## src/rtl/mcc_pkg.sv

```systemverilog
// Shared definitions for the multicycle RISC-V controller: FSM state
// encoding, opcodes, ALUOp / ImmSrc / ALUControl encodings and the
// per-state control word. The TRAP state exists only when
// MCC_ILLEGAL_TRAP_EN is defined.
package mcc_pkg;

  typedef enum logic [3:0] {
    S_FETCH    = 4'd0,
    S_DECODE   = 4'd1,
    S_MEMADR   = 4'd2,
    S_MEMREAD  = 4'd3,
    S_MEMWB    = 4'd4,
    S_MEMWRITE = 4'd5,
    S_EXECUTER = 4'd6,
    S_EXECUTEI = 4'd7,
    S_ALUWB    = 4'd8,
    S_BEQ      = 4'd9,
    S_JAL      = 4'd10
`ifdef MCC_ILLEGAL_TRAP_EN
    , S_TRAP   = 4'd11
`endif
  } state_t;

  localparam logic [6:0] OP_LW  = 7'b0000011;
  localparam logic [6:0] OP_SW  = 7'b0100011;
  localparam logic [6:0] OP_R   = 7'b0110011;
  localparam logic [6:0] OP_I   = 7'b0010011;
  localparam logic [6:0] OP_BEQ = 7'b1100011;
  localparam logic [6:0] OP_JAL = 7'b1101111;

  typedef enum logic [1:0] {
    ALUOP_ADD   = 2'b00,
    ALUOP_SUB   = 2'b01,
    ALUOP_FUNCT = 2'b10
  } alu_op_t;

  typedef enum logic [1:0] {
    IMM_I = 2'b00,
    IMM_S = 2'b01,
    IMM_B = 2'b10,
    IMM_J = 2'b11
  } imm_src_t;

  typedef enum logic [2:0] {
    ALU_ADD = 3'b000,
    ALU_SUB = 3'b001,
    ALU_AND = 3'b010,
    ALU_OR  = 3'b011,
    ALU_SLT = 3'b101
  } alu_ctl_t;

  typedef struct packed {
    logic       pc_update;
    logic       branch;
    logic       adr_src;
    logic       mem_write;
    logic       ir_write;
    logic       reg_write;
    logic [1:0] result_src;
    logic [1:0] alu_src_a;
    logic [1:0] alu_src_b;
    alu_op_t    alu_op;
  } ctrl_t;

  // Moore output table: the control word each state drives
  function automatic ctrl_t state_ctrl(input state_t s);
    ctrl_t c;
    c = '0;
    c.alu_op = ALUOP_ADD;
    case (s)
      S_FETCH: begin
        c.ir_write   = 1'b1;
        c.alu_src_b  = 2'b10;
        c.result_src = 2'b10;
        c.pc_update  = 1'b1;
      end
      S_DECODE: begin
        c.alu_src_a = 2'b01;
        c.alu_src_b = 2'b01;
      end
      S_MEMADR: begin
        c.alu_src_a = 2'b10;
        c.alu_src_b = 2'b01;
      end
      S_MEMREAD: begin
        c.adr_src = 1'b1;
      end
      S_MEMWB: begin
        c.result_src = 2'b01;
        c.reg_write  = 1'b1;
      end
      S_MEMWRITE: begin
        c.adr_src   = 1'b1;
        c.mem_write = 1'b1;
      end
      S_EXECUTER: begin
        c.alu_src_a = 2'b10;
        c.alu_op    = ALUOP_FUNCT;
      end
      S_EXECUTEI: begin
        c.alu_src_a = 2'b10;
        c.alu_src_b = 2'b01;
        c.alu_op    = ALUOP_FUNCT;
      end
      S_ALUWB: begin
        c.reg_write = 1'b1;
      end
      S_BEQ: begin
        c.alu_src_a = 2'b10;
        c.alu_op    = ALUOP_SUB;
        c.branch    = 1'b1;
      end
      S_JAL: begin
        c.alu_src_a = 2'b01;
        c.alu_src_b = 2'b10;
        c.pc_update = 1'b1;
      end
      default: c = '0;
    endcase
    return c;
  endfunction

endpackage

```

## src/rtl/alu_dec.sv

```systemverilog
// ALU decoder: turns the FSM's ALUOp plus the instruction's funct
// fields into the 3-bit ALU operation select.
module alu_dec
  import mcc_pkg::*;
(
  input  logic [1:0] alu_op,
  input  logic [2:0] funct3,
  input  logic       funct7b5,
  input  logic       op_b5,
  output logic [2:0] alu_control
);

  // Fixed add/sub for address and branch work, funct3 decode otherwise
  always_comb begin
    alu_control = ALU_ADD;
    case (alu_op)
      ALUOP_ADD: alu_control = ALU_ADD;
      ALUOP_SUB: alu_control = ALU_SUB;
      ALUOP_FUNCT: begin
        case (funct3)
          3'b000:  alu_control = (funct7b5 & op_b5) ? ALU_SUB : ALU_ADD;
          3'b010:  alu_control = ALU_SLT;
          3'b110:  alu_control = ALU_OR;
          3'b111:  alu_control = ALU_AND;
          default: alu_control = ALU_ADD;
        endcase
      end
      default: alu_control = ALU_ADD;
    endcase
  end

endmodule

```

## src/rtl/multicycle_ctrl.sv

```systemverilog
// Multicycle RISC-V controller: Moore FSM with registered control word,
// combinational PCWrite and ImmSrc, and an alu_dec instance.
// Optional feature: define MCC_ILLEGAL_TRAP_EN to park unknown opcodes
// in a TRAP state and raise the sticky Illegal output; without it an
// unknown opcode simply returns to FETCH.
module multicycle_ctrl
  import mcc_pkg::*;
(
  input  logic       clk,
  input  logic       reset,
  input  logic [6:0] op,
  input  logic [2:0] funct3,
  input  logic       funct7b5,
  input  logic       Zero,
  output logic       PCWrite,
  output logic       AdrSrc,
  output logic       MemWrite,
  output logic       IRWrite,
  output logic       RegWrite,
  output logic [1:0] ResultSrc,
  output logic [1:0] ALUSrcA,
  output logic [1:0] ALUSrcB,
  output logic [1:0] ImmSrc,
  output logic [2:0] ALUControl
`ifdef MCC_ILLEGAL_TRAP_EN
  ,
  output logic       Illegal
`endif
);

  state_t state_q, state_d;
  ctrl_t  ctrl_q, ctrl_d;
`ifdef MCC_ILLEGAL_TRAP_EN
  logic   illegal_q, illegal_d;
`endif

  // Next-state logic; the control word for the next state is looked up
  // here so the outputs come straight from flops
  always_comb begin
    state_d = state_q;
    case (state_q)
      S_FETCH: state_d = S_DECODE;
      S_DECODE: begin
        case (op)
          OP_LW, OP_SW: state_d = S_MEMADR;
          OP_R:         state_d = S_EXECUTER;
          OP_I:         state_d = S_EXECUTEI;
          OP_BEQ:       state_d = S_BEQ;
          OP_JAL:       state_d = S_JAL;
`ifdef MCC_ILLEGAL_TRAP_EN
          default:      state_d = S_TRAP;
`else
          default:      state_d = S_FETCH;
`endif
        endcase
      end
      S_MEMADR:   state_d = (op == OP_SW) ? S_MEMWRITE : S_MEMREAD;
      S_MEMREAD:  state_d = S_MEMWB;
      S_EXECUTER,
      S_EXECUTEI,
      S_JAL:      state_d = S_ALUWB;
      S_MEMWB,
      S_MEMWRITE,
      S_ALUWB,
      S_BEQ:      state_d = S_FETCH;
`ifdef MCC_ILLEGAL_TRAP_EN
      S_TRAP:     state_d = S_TRAP;
`endif
      default:    state_d = S_FETCH;
    endcase
    ctrl_d = state_ctrl(state_d);
`ifdef MCC_ILLEGAL_TRAP_EN
    illegal_d = illegal_q | (state_d == S_TRAP);
`endif
  end

  // State and control-word registers; reset parks the machine in FETCH
  always_ff @(posedge clk or posedge reset) begin
    if (reset) begin
      state_q <= S_FETCH;
      ctrl_q  <= state_ctrl(S_FETCH);
`ifdef MCC_ILLEGAL_TRAP_EN
      illegal_q <= 1'b0;
`endif
    end else begin
      state_q <= state_d;
      ctrl_q  <= ctrl_d;
`ifdef MCC_ILLEGAL_TRAP_EN
      illegal_q <= illegal_d;
`endif
    end
  end

  // Immediate format depends only on the opcode, not on the state
  always_comb begin
    ImmSrc = IMM_I;
    case (op)
      OP_LW, OP_I: ImmSrc = IMM_I;
      OP_SW:       ImmSrc = IMM_S;
      OP_BEQ:      ImmSrc = IMM_B;
      OP_JAL:      ImmSrc = IMM_J;
      default:     ImmSrc = IMM_I;
    endcase
  end

  alu_dec u_alu_dec (
    .alu_op      (ctrl_q.alu_op),
    .funct3      (funct3),
    .funct7b5    (funct7b5),
    .op_b5       (op[5]),
    .alu_control (ALUControl)
  );

  // Write enables are forced low while reset is held, even though the
  // registered word already shows FETCH
  assign PCWrite   = ~reset & (ctrl_q.pc_update | (ctrl_q.branch & Zero));
  assign IRWrite   = ~reset & ctrl_q.ir_write;
  assign RegWrite  = ~reset & ctrl_q.reg_write;
  assign MemWrite  = ~reset & ctrl_q.mem_write;
  assign AdrSrc    = ctrl_q.adr_src;
  assign ResultSrc = ctrl_q.result_src;
  assign ALUSrcA   = ctrl_q.alu_src_a;
  assign ALUSrcB   = ctrl_q.alu_src_b;
`ifdef MCC_ILLEGAL_TRAP_EN
  assign Illegal   = illegal_q;
`endif

endmodule

```

## config.mk

```make
export PLATFORM = sky130hd
export DESIGN_NAME = multicycle_ctrl
export DESIGN_NICKNAME = d
export VERILOG_FILES = /design/src/rtl/mcc_pkg.sv /design/src/rtl/alu_dec.sv /design/src/rtl/multicycle_ctrl.sv
export SDC_FILE = /design/constraint.sdc
export NUM_CORES = 1
export LEC_CHECK = 0
export CORE_MARGIN = 4
export CORE_UTILIZATION = 41
export DETAILED_ROUTE_END_ITERATION = 8
export DONT_BUFFER_PORTS = 1
export REMOVE_ABC_BUFFERS = 1
export SLEW_MARGIN = 20
export SYNTH_ARGS = -nofsm -noshare
export SYNTH_HDL_FRONTEND = slang
export SYNTH_SLANG_ARGS = --single-unit
```

## constraint.sdc

```tcl
create_clock -name clk -period 1.9 [get_ports clk]
set_input_delay 0.19 -clock clk [delete_from_list [all_inputs] [get_ports clk]]
set_output_delay 0.19 -clock clk [all_outputs]
set_load 0.05 [all_outputs]
```

==> summary.md, run 1 <==
- 1140 uV — Worst IR Drop VDD
- or2_2 > a2111oi_4 > or2_1 > mux2i_1 > o21ai_1 — crit path cell chain
- 0.820 — Final Wtd Congestion
- 670 — vias after detailed routing
- register — Critical Path End Type
- dfrtp_1 — critical-path cell with the highest stage delay
- 0 — final hold violations
- state_q[3] — origin of the worst setup path
- 0 — total buffers and inverters traversed by the critical path
- 3 — first-pass iteration count of the detailed router
- 16 — clock sink total
- 0.441 — part of the Yosys area used for sequential elements
- 0.903 — final worst-path cycle share
- 14.7% — synthesis-to-layout area growth
- 0 — initial antenna violation count
- 3.71 ps — Max Clock Skew
- 3 — number of buffers inserted during clock tree synthesis
- 0.449 — initial standard-cell utilization of the core
- 1150 nW/um2 — Power Dens Cells
- 0 — DRC violation count after routing
- 2 — maximum buffer depth of the clock tree
- 0 — number of warnings reported in the yosys synthesis log
- 0 — number of antenna diodes
- 0 — max cap viols
- 1.00 — async set or reset register ratio after synthesis
- 13.4 um — routed length per instance
- 0 — count of final setup violators
- 0 — post-detailed-route count of antenna-violating nets
- register — Critical Path Source Type
- 1770 um — sum of routed wire length over all layers
- 0 — max-slew violation total from the final report
- 14 — violation count after the first detailed-route iteration
- 0.515 — Final Util
- 1.21 mW — total chip power
- 1 — CTS H-Tree Depth
- 0.617 — worst-case headroom to the max-slew limit
- 692 — number of global-route vias before repair
- register to register — kind of critical path
- 996 um2 — placed cell area
- 917 um2 — Syn Std Cell Area
- 122 — Final nets
- 0.462 nW — Static Leak
- clkbuf_4 — master cell of the clock root buffer
- 2990 um — wire length of the first global-routing pass
- 2110 ps — required arrival time at the worst endpoint
- input port to register — Min-Delay Path Class
- no — unrepaired setup endpoints after global routing
- 184 ps — worst setup slack after layout
- dfrtp_1 — Synth area leader
- simple AND/OR/NAND/NOR gates — family of cells with the greatest summed delay on the critical path
- 0.583 GHz — upper clock frequency limit
- 38 — number of distinct library cell variants in the gate-level netlist after synthesis
- op[4] — hold path startpoint
- 94 — cell count after synthesis
- 209 — fill cell instance count of the final layout
- built — TritonCTS clock tree
- 30 — count of pins on the block boundary
- 0.122 — total global routing track utilization
- 0 — Port-buffer cells
- dfrtp_1 35%, dfstp_2 8.6%, buf_4 4.9% — top cells by area in the synthesized netlist
- dfrtp_1 — ys flop type
- 1400 um — detailed-placement wirelength estimate
- 16 — number of storage elements in the synthesis netlist
- state_q[3] — reg2reg start
- 1930 ps — arrival time reported for the critical path endpoint
- 0 — residual overflow from global routing
- 55.3 um — die span in x
- 17 — pin count of the biggest net entering global routing
- 1720 ps — final worst path period need
- 90 ps — clock input transition at the sequential cells of the worst setup and hold paths
- 55.3 um — die height
- 5.08 — Via density
- 0 — number of enable flip-flop cells after synthesis
- 3060 um2 — Die Footprint
- 0.355 — Synth top area share
- 16 — cell row count
- 0.276 — share of post-route cells with drive strength above 1
- 6 — largest driver fanout on the critical path
- 1050 um2 — final standard cell area without fillers
- 195 ps — Setup WS pre-CTS
- finished clean — status
- 440 ps — delay contributed by the slowest stage of the critical path
- 280 ps — clock network latency to the later pin of the worst-skew pair
- 573 ps — slew at the pin with the worst max-slew slack
- 9.76 um2 — average size of a mapped cell
- 2040 um2 — core outline area
[area by class of cell]
type / count / area (um2) / area share
Timing Repair Buffer: 14 / 110 / 0.105
Sequential cell: 16 / 404 / 0.384
Multi-Input combinational cell: 63 / 438 / 0.416
Clock buffer: 4 / 36.3 / 0.0345
Tap cell: 27 / 33.8 / 0.0321
Inverter: 8 / 30.0 / 0.0285
[registers in the layout (all words and copies together) (netlist names)]
signal / flops
ALUSrcB: 2
ALUSrcA: 2
ResultSrc: 2
AdrSrc: 1
state_q: 4
ctrl_q: 5
[Yosys cell counts (2+ instances only)]
master and number:
o21ai_0 2, o21a_1 2, inv_1 8, nand3b_1 2
nor2_1 8, nand2_1 6, a21oi_1 5, dfrtp_1 13
nor2b_1 3, buf_4 6, nor3_1 7, nand2b_1 2
ha_1 2, dfstp_2 3, nor4_1 2
[cells by family after synthesis]
kind of cell             Yosys count  share of synthesized area
AND/OR/NAND/NOR                   43                      0.277
XOR/XNOR                           2                     0.0191
multiplexers                       1                     0.0109
flip-flops                        16                      0.441
buffers and inverters             15                     0.0941
adder cells (fa/ha/maj)            2                     0.0273
AO/OA/AOI/OAI                     15                      0.131
[routing by layer]
metal	wire length [um]	GRT usage
met3	186	0.0723
met4	10	0.0313
met2	838	0.191
met5	0	0
met1	731	0.140
[layout by cell type, fill, tap and decap left out, types with 2 or more instances in the layout]
cell type,instances
o21ai_0,2
ha_1,2
nand3b_1,2
buf_4,12
a21oi_1,5
nor3_1,7
nor2b_1,3
nand2b_1,2
dlygate4sd3_1,2
dfstp_2,3
o21a_1,2
dfrtp_1,13
nor2_1,8
inv_1,8
nand2_1,6
clkbuf_4,3
[where the power goes]
part,leakage (nW),total [mW],switching [mW],internal (mW)
registers,0.206,0.666,0.224,0.442
logic,0.235,0.332,0.187,0.145
clock network,0.0210,0.213,0.0966,0.117
total,0.462,1.21,0.508,0.703
[through the flow]
| step | cells | setup TNS [ps] | hold slack [ps] |
|---|---|---|---|
| 6_report | 132 | 0 | 19.1 |
| 5_1_grt | 132 | 0 | 7.69 |
| 4_1_cts | 132 | 0 | 8.67 |
| 3_5_place_dp | 126 | 0 | 176 |
| 3_3_place_gp | 126 | 0 | 169 |
| 2_1_floorplan | 87 | -641 | 102 |
[repair_timing]
item | in CTS | in global routing
resized for setup | 0 | 0
hold buffers | 2 | 0
hold endpoints to repair | 14 | 0
buffers inserted | 0 | 0
[path summary, 6_finish.rpt]
check	endpoint	slack [ps]	cells past startpoint
max	ALUSrcB[0]	180	5
min	ctrl_q[1]	20	2
max reg2reg	ALUSrcB[0]	180	5
min reg2reg	ResultSrc[0]	640	2
max in group asynchronous	ResultSrc[1]	1110	2
min in group asynchronous	state_q[2]	410	2
(Power assumes the default switching activity.)
==> run 2: changes to the inputs <==
--- a/config.mk
+++ b/config.mk
@@ -5,6 +5,8 @@
 export SDC_FILE = /design/constraint.sdc
 export NUM_CORES = 1
 export LEC_CHECK = 0
+export ABC_AREA = 1
+export CAP_MARGIN = 30
 export CORE_MARGIN = 4
 export CORE_UTILIZATION = 41
 export DETAILED_ROUTE_END_ITERATION = 8
==> run 2 against run 1 <==
  * Clock power barely moved
  * Setup slack got worse by 130 ps
  * Flip-flop and latch count unchanged
  * Area after synthesis grew 4.8%
  * First-iteration DRC count rose by 64%
  * Critical endpoint is now ALUControl[2]
  * Largest cell class unchanged
==> summary.md, run 2 <==
- finished clean — status
- 1080 nW/um2 — Power Dens Cells
- 17 — pin count of the biggest net entering global routing
- 49.8 ps — worst setup slack after layout
- 1 — CTS H-Tree Depth
- 18 x inv_1, 17 x nand2_1, 13 x dfrtp_1 — Commonest cells post-synth
- 968 uV — Worst IR Drop VDD
- 0.103 — total global routing track utilization
- 542 ps — slew at the pin with the worst max-slew slack
- 2 — maximum buffer depth of the clock tree
- 0.339 — Synth top area share
- 2210 um2 — core outline area
- dfrtp_1 — Synth area leader
- met4 — top routing layer in use
- clkbuf_4 — master cell of the clock root buffer
- inv_1 — most common cell in the synthesized netlist
- 793 um — wire length on met2
- 222 — fill cell instance count of the final layout
- 0.434 — initial standard-cell utilization of the core
- 280 ps — clock network latency to the later pin of the worst-skew pair
- 1110 um2 — final standard cell area without fillers
- 404 um2 — Storage cell area
- simple AND/OR/NAND/NOR gates — family of cells with the greatest summed delay on the critical path
- inv_2 > ha_4 > or2_4 > nor4_4 > buf_6 — crit path cell chain
- dfrtp_1 — ys flop type
- 118 um — met3 layer wire length in the routed design
- 15.9% — synthesis-to-layout area growth
- 0 — final hold violations
- 3.81 ps — Max Clock Skew
- 80 ps — clock input transition at the sequential cells of the worst setup and hold paths
- 961 um2 — Syn Std Cell Area
- 1660 ps — arrival time reported for the critical path endpoint
- 17 — cell row count
- 0.733 — Final Wtd Congestion
- 56.4 um — die height
- 4 — first-pass iteration count of the detailed router
- 1.20 mW — total chip power
- 0.540 GHz — upper clock frequency limit
- yes — unrepaired setup endpoints after global routing
- 24 — number of distinct library cell variants in the gate-level netlist after synthesis
- 1580 um — sum of routed wire length over all layers
- 3180 um2 — Die Footprint
- 410 ps — delay contributed by the slowest stage of the critical path
- 2590 um — wire length of the first global-routing pass
- 5 — flip-flop count of the largest register, all copies and words added
- 655 um — routed metal-1 wire length
- 115 — cell count after synthesis
- 0.605 nW — Static Leak
- 17 x inv_1, 17 x nand2_1, 13 x dfrtp_1, 11 x inv_2 — commonest non-fill, non-tap cells in the layout
- 4.64 — Via density
- dfrtp_1 — critical-path cell with the highest stage delay
- dfrtp_1 34%, dfstp_2 8.2%, inv_1 7.0% — top cells by area in the synthesized netlist
- 1710 ps — required arrival time at the worst endpoint
- 437 um2 — area occupied by multi-input gates
- 0.974 — final worst-path cycle share
- built — TritonCTS clock tree
- ctrl_q — largest register by flop count
- 142 — Final nets
- input port to register — Min-Delay Path Class
- 0.440 — share of post-route cells with drive strength above 1
- 0 — Port-buffer cells
- 1020 um2 — placed cell area
- 0 — residual overflow from global routing
- 0 — max-slew violation total from the final report
- 0 — number of antenna diodes
- 3 — largest driver fanout on the critical path
- 1320 um — detailed-placement wirelength estimate
- 8.36 um2 — average size of a mapped cell
- register — Critical Path Source Type
- 0 — DRC violation count after routing
- 56.4 um — die span in x
- 16 — clock sink total
- 0.421 — part of the Yosys area used for sequential elements
- 16 — number of storage elements in the synthesis netlist
- 10.3 um — routed length per instance
- 3 — number of buffers inserted during clock tree synthesis
- primary output — Critical Path End Type
- 1850 ps — final worst path period need
- ctrl_q: 5 flops, state_q: 4 flops — top flop regs
- 0 — number of warnings reported in the yosys synthesis log
- 0 — number of enable flip-flop cells after synthesis
- 1.00 — async set or reset register ratio after synthesis
- 0.638 — worst-case headroom to the max-slew limit
- 0 — post-detailed-route count of antenna-violating nets
- register to primary output — kind of critical path
- 30 — count of pins on the block boundary
- 23 — violation count after the first detailed-route iteration
- 2 — total buffers and inverters traversed by the critical path
- 75.2 ps — final-layout worst hold slack
- 0 — count of final setup violators
- 710 — vias after detailed routing
- 644 — number of global-route vias before repair
- 0 — initial antenna violation count
- 318 ps — Setup WS pre-CTS
- 0 — max cap viols
==> run 2: cell count changes after synthesis, moves of 5 or more <==
cell / previous run / this run
nand2_1: 6 / 17
nor3_1: 7 / 0
inv_2: 0 / 10
inv_1: 8 / 18
nand2_2: 0 / 7
nand3_2: 0 / 5
==> run 2: worst register-to-register path, delay by kind of cell, from the launching register on <==
family | cells | cell delay [ps]
and+or+nand+nor | 5 | 730
DFF | 1 | 460
AOI/OAI and AO/OA | 1 | 70
==> run 2: kinds of logic after synthesis <==
family,count (synthesis),share of synthesized area
fa+ha+maj,2,0.0260
flops,16,0.421
simple gates,54,0.332
buf+inv,34,0.156
compound gates,9,0.0651
==> run 2: per-layer routing <==
metal  vias up  global-route usage
met4         0              0.0305
met3         2              0.0460
met1       327               0.111
li1        365                   -
met5         -                   0
met2        16               0.179
==> run 2: path summary, 6_finish.rpt <==
path | from | end | slack (ps) | cells past startpoint
max | ctrl_q[0] | ALUControl[2] | 50 | 5
min | op[4] | ctrl_q[1] | 80 | 2
max reg2reg | state_q[1] | ALUSrcA[1] | 550 | 6
min reg2reg | state_q[3] | ctrl_q[8] | 640 | 4
max in group asynchronous | reset | ctrl_q[13] | 1130 | 2
min in group asynchronous | reset | ctrl_q[8] | 400 | 2
==> run 2: cell type report <==
| class | count | share of cell area |
|---|---|---|
| Clock buffer | 4 | 0.0326 |
| Inverter | 28 | 0.0944 |
| Multi-Input combinational cell | 65 | 0.392 |
| Sequential cell | 16 | 0.363 |
| Tap cell | 28 | 0.0315 |
| Timing Repair Buffer | 12 | 0.0865 |
==> run 2: metrics by stage <==
| stage | utilization | setup TNS (ps) | cells |
|---|---|---|---|
| after detailed placement | 0.463 | 0 | 146 |
| after global placement | 0.463 | 0 | 146 |
| after CTS | 0.484 | 0 | 151 |
| after global routing | 0.503 | -63.5 | 153 |
| final | 0.503 | 0 | 153 |
| after floorplan | - | -776 | 109 |
==> run 2: power breakdown <==
part | internal (mW) | total [mW] | switching (mW)
registers | 0.443 | 0.659 | 0.216
logic | 0.105 | 0.329 | 0.225
clock network | 0.117 | 0.210 | 0.0938
==> run 2: timing repair <==
action,CTS,global route
hold buffers,1,0
setup endpoints to repair,0,2
hold endpoints to repair,13,0
resized for setup,0,5
setup buffers,0,2
==> run 3: changes to the inputs <==
--- a/config.mk
+++ b/config.mk
@@ -8,9 +8,10 @@
 export ABC_AREA = 1
 export CAP_MARGIN = 30
 export CORE_MARGIN = 4
-export CORE_UTILIZATION = 41
+export CORE_UTILIZATION = 45
 export DETAILED_ROUTE_END_ITERATION = 8
 export DONT_BUFFER_PORTS = 1
+export GPL_TIMING_DRIVEN = 0
 export REMOVE_ABC_BUFFERS = 1
 export SLEW_MARGIN = 20
 export SYNTH_ARGS = -nofsm -noshare
==> run 3 against run 2 <==
  * Final cell count shrank 5.2%
  * Flip-flop and latch count did not move
  * Core utilization is 3.0 points higher
  * First-iteration DRC count decreased by 70%
  * Wire length rose by 0.44%
  * Register-to-register slack worse by 40 ps
  * Clock-buffer cell count did not move
  * Critical path type unchanged
  * Largest power group unchanged
==> summary.md, run 3 (synthesis results as in run 2) <==
- finished clean — status
- ctrl_q — largest register by flop count
- 1 — CTS H-Tree Depth
- 7 — violation count after the first detailed-route iteration
- 0.985 — final worst-path cycle share
- 2 — maximum buffer depth of the clock tree
- 4.57 — Via density
- 0.534 — Final Util
- 2 — largest driver fanout on the critical path
- 0.125 — total global routing track utilization
- 0 — Port-buffer cells
- built — TritonCTS clock tree
- 1870 ps — final worst path period need
- 1590 um — sum of routed wire length over all layers
- 1300 um — detailed-placement wirelength estimate
- 1680 ps — arrival time reported for the critical path endpoint
- 0 — number of antenna diodes
- ctrl_q: 5 flops, state_q: 4 flops — top flop regs
- primary output — Critical Path End Type
- 275 ps — Setup WS pre-CTS
- 0.535 GHz — upper clock frequency limit
- 0.424 — share of post-route cells with drive strength above 1
- 54.2 um — die height
- register — Critical Path Source Type
- 2000 um2 — core outline area
- 135 — Final nets
- 2940 um2 — Die Footprint
- 0.480 — initial standard-cell utilization of the core
- 0.712 — Final Wtd Congestion
- 942 ps — slew at the pin with the worst max-slew slack
- 1120 nW/um2 — Power Dens Cells
- 70.2 ps — final-layout worst hold slack
- 10.9 um — routed length per instance
- 840 uV — Worst IR Drop VDD
- 30 — count of pins on the block boundary
- 0 — count of final setup violators
- 16 — clock sink total
- 80 ps — clock input transition at the sequential cells of the worst setup and hold paths
- 1710 ps — required arrival time at the worst endpoint
- 3 — number of buffers inserted during clock tree synthesis
- 0 — max cap viols
- 510 ps — R2R setup slack
- 2620 um — wire length of the first global-routing pass
- 0 — post-detailed-route count of antenna-violating nets
- yes — unrepaired setup endpoints after global routing
- clkbuf_4 — master cell of the clock root buffer
- 145 — final std cells w/o fill
- 290 ps — clock network latency to the later pin of the worst-skew pair
- 11.2% — synthesis-to-layout area growth
- 17 — pin count of the biggest net entering global routing
- 16 — cell row count
- 9.81 ps — Max Clock Skew
- 637 — number of global-route vias before repair
- 138 — cell count after placement
- 5 — flip-flop count of the largest register, all copies and words added
- register to primary output — kind of critical path
- 0 — residual overflow from global routing
- 0 — initial antenna violation count
- 17 x inv_1, 17 x nand2_1, 13 x dfrtp_1, 11 x inv_2, 9 x nor2_1 — commonest non-fill, non-tap cells in the layout
- 4 — first-pass iteration count of the detailed router
- 662 — vias after detailed routing
- 0 — final hold violations
- 0.568 nW — Static Leak
- 0 ps — summed negative setup slack over all endpoints
- 0.368 — worst-case headroom to the max-slew limit
- 29.2 ps — worst setup slack after layout
- input port to register — Min-Delay Path Class
- 0 — max-slew violation total from the final report
- 0 — DRC violation count after routing
- 54.2 um — die span in x
-- run 3: cell count changes in the layout (fill, tap and decap cells not counted), sizes merged --
cell and delta:
buf -7
-- run 3: metrics by stage --
stage,instance area (um2),power [mW]
after detailed placement,971,0.980
after floorplan,916,0.931
after global routing,1070,1.26
after global placement,950,0.971
after CTS,1030,1.21
final,1070,1.19
-- run 3: what timing repair did --
| item | in CTS | in global routing |
|---|---|---|
| endpoints found under the setup margin | 3 | 2 |
| hold buffers | 1 | 0 |
| endpoints found under the hold margin | 13 | 0 |
| resized for setup | 1 | 6 |
| buffers inserted | 1 | 1 |
| pin swaps | 0 | 3 |
-- run 3: area by class of cell --
type	count	area (um2)
fillers	192	933
inverters	28	105
well taps	27	33.8
repair buffers	5	43.8
multi-input cells	65	445
clock buffers	4	36.3
flip-flops and latches	16	404
-- run 3: critical path, stage by stage, from the launching register on --
cell     delay (ps)
dfrtp_1         420
ha_4            250
or2_4           250
nor4_4          290
buf_6           200
-- run 3: final timing paths --
| check | from | end | depth (start not counted) |
|---|---|---|---|
| worst min register to register | state_q[3] | ctrl_q[8] | 4 |
| worst min-delay path | op[4] | ctrl_q[1] | 2 |
| worst max-delay path | ctrl_q[1] | ALUControl[2] | 4 |
| max in group asynchronous | reset | ALUSrcB[1] | 2 |
| worst max register to register | state_q[1] | ALUSrcA[1] | 6 |
| min in group asynchronous | reset | ALUSrcA[0] | 2 |
-- run 3: power by group --
part | total, mW | internal (mW) | switching (mW)
Clock | 0.220 | 0.117 | 0.103
Sequential | 0.658 | 0.443 | 0.215
Combinational | 0.317 | 0.0897 | 0.227
Total | 1.19 | 0.649 | 0.545
-- run 3: routing by layer --
layer,part of all wire,track usage,wire [um],vias to the layer above
met1,0.41,0.134,643,295
met5,0,0,0,-
met3,0.076,0.0463,121,2
li1,-,-,-,347
met4,0.0063,0.0456,10,0
met2,0.51,0.223,813,18
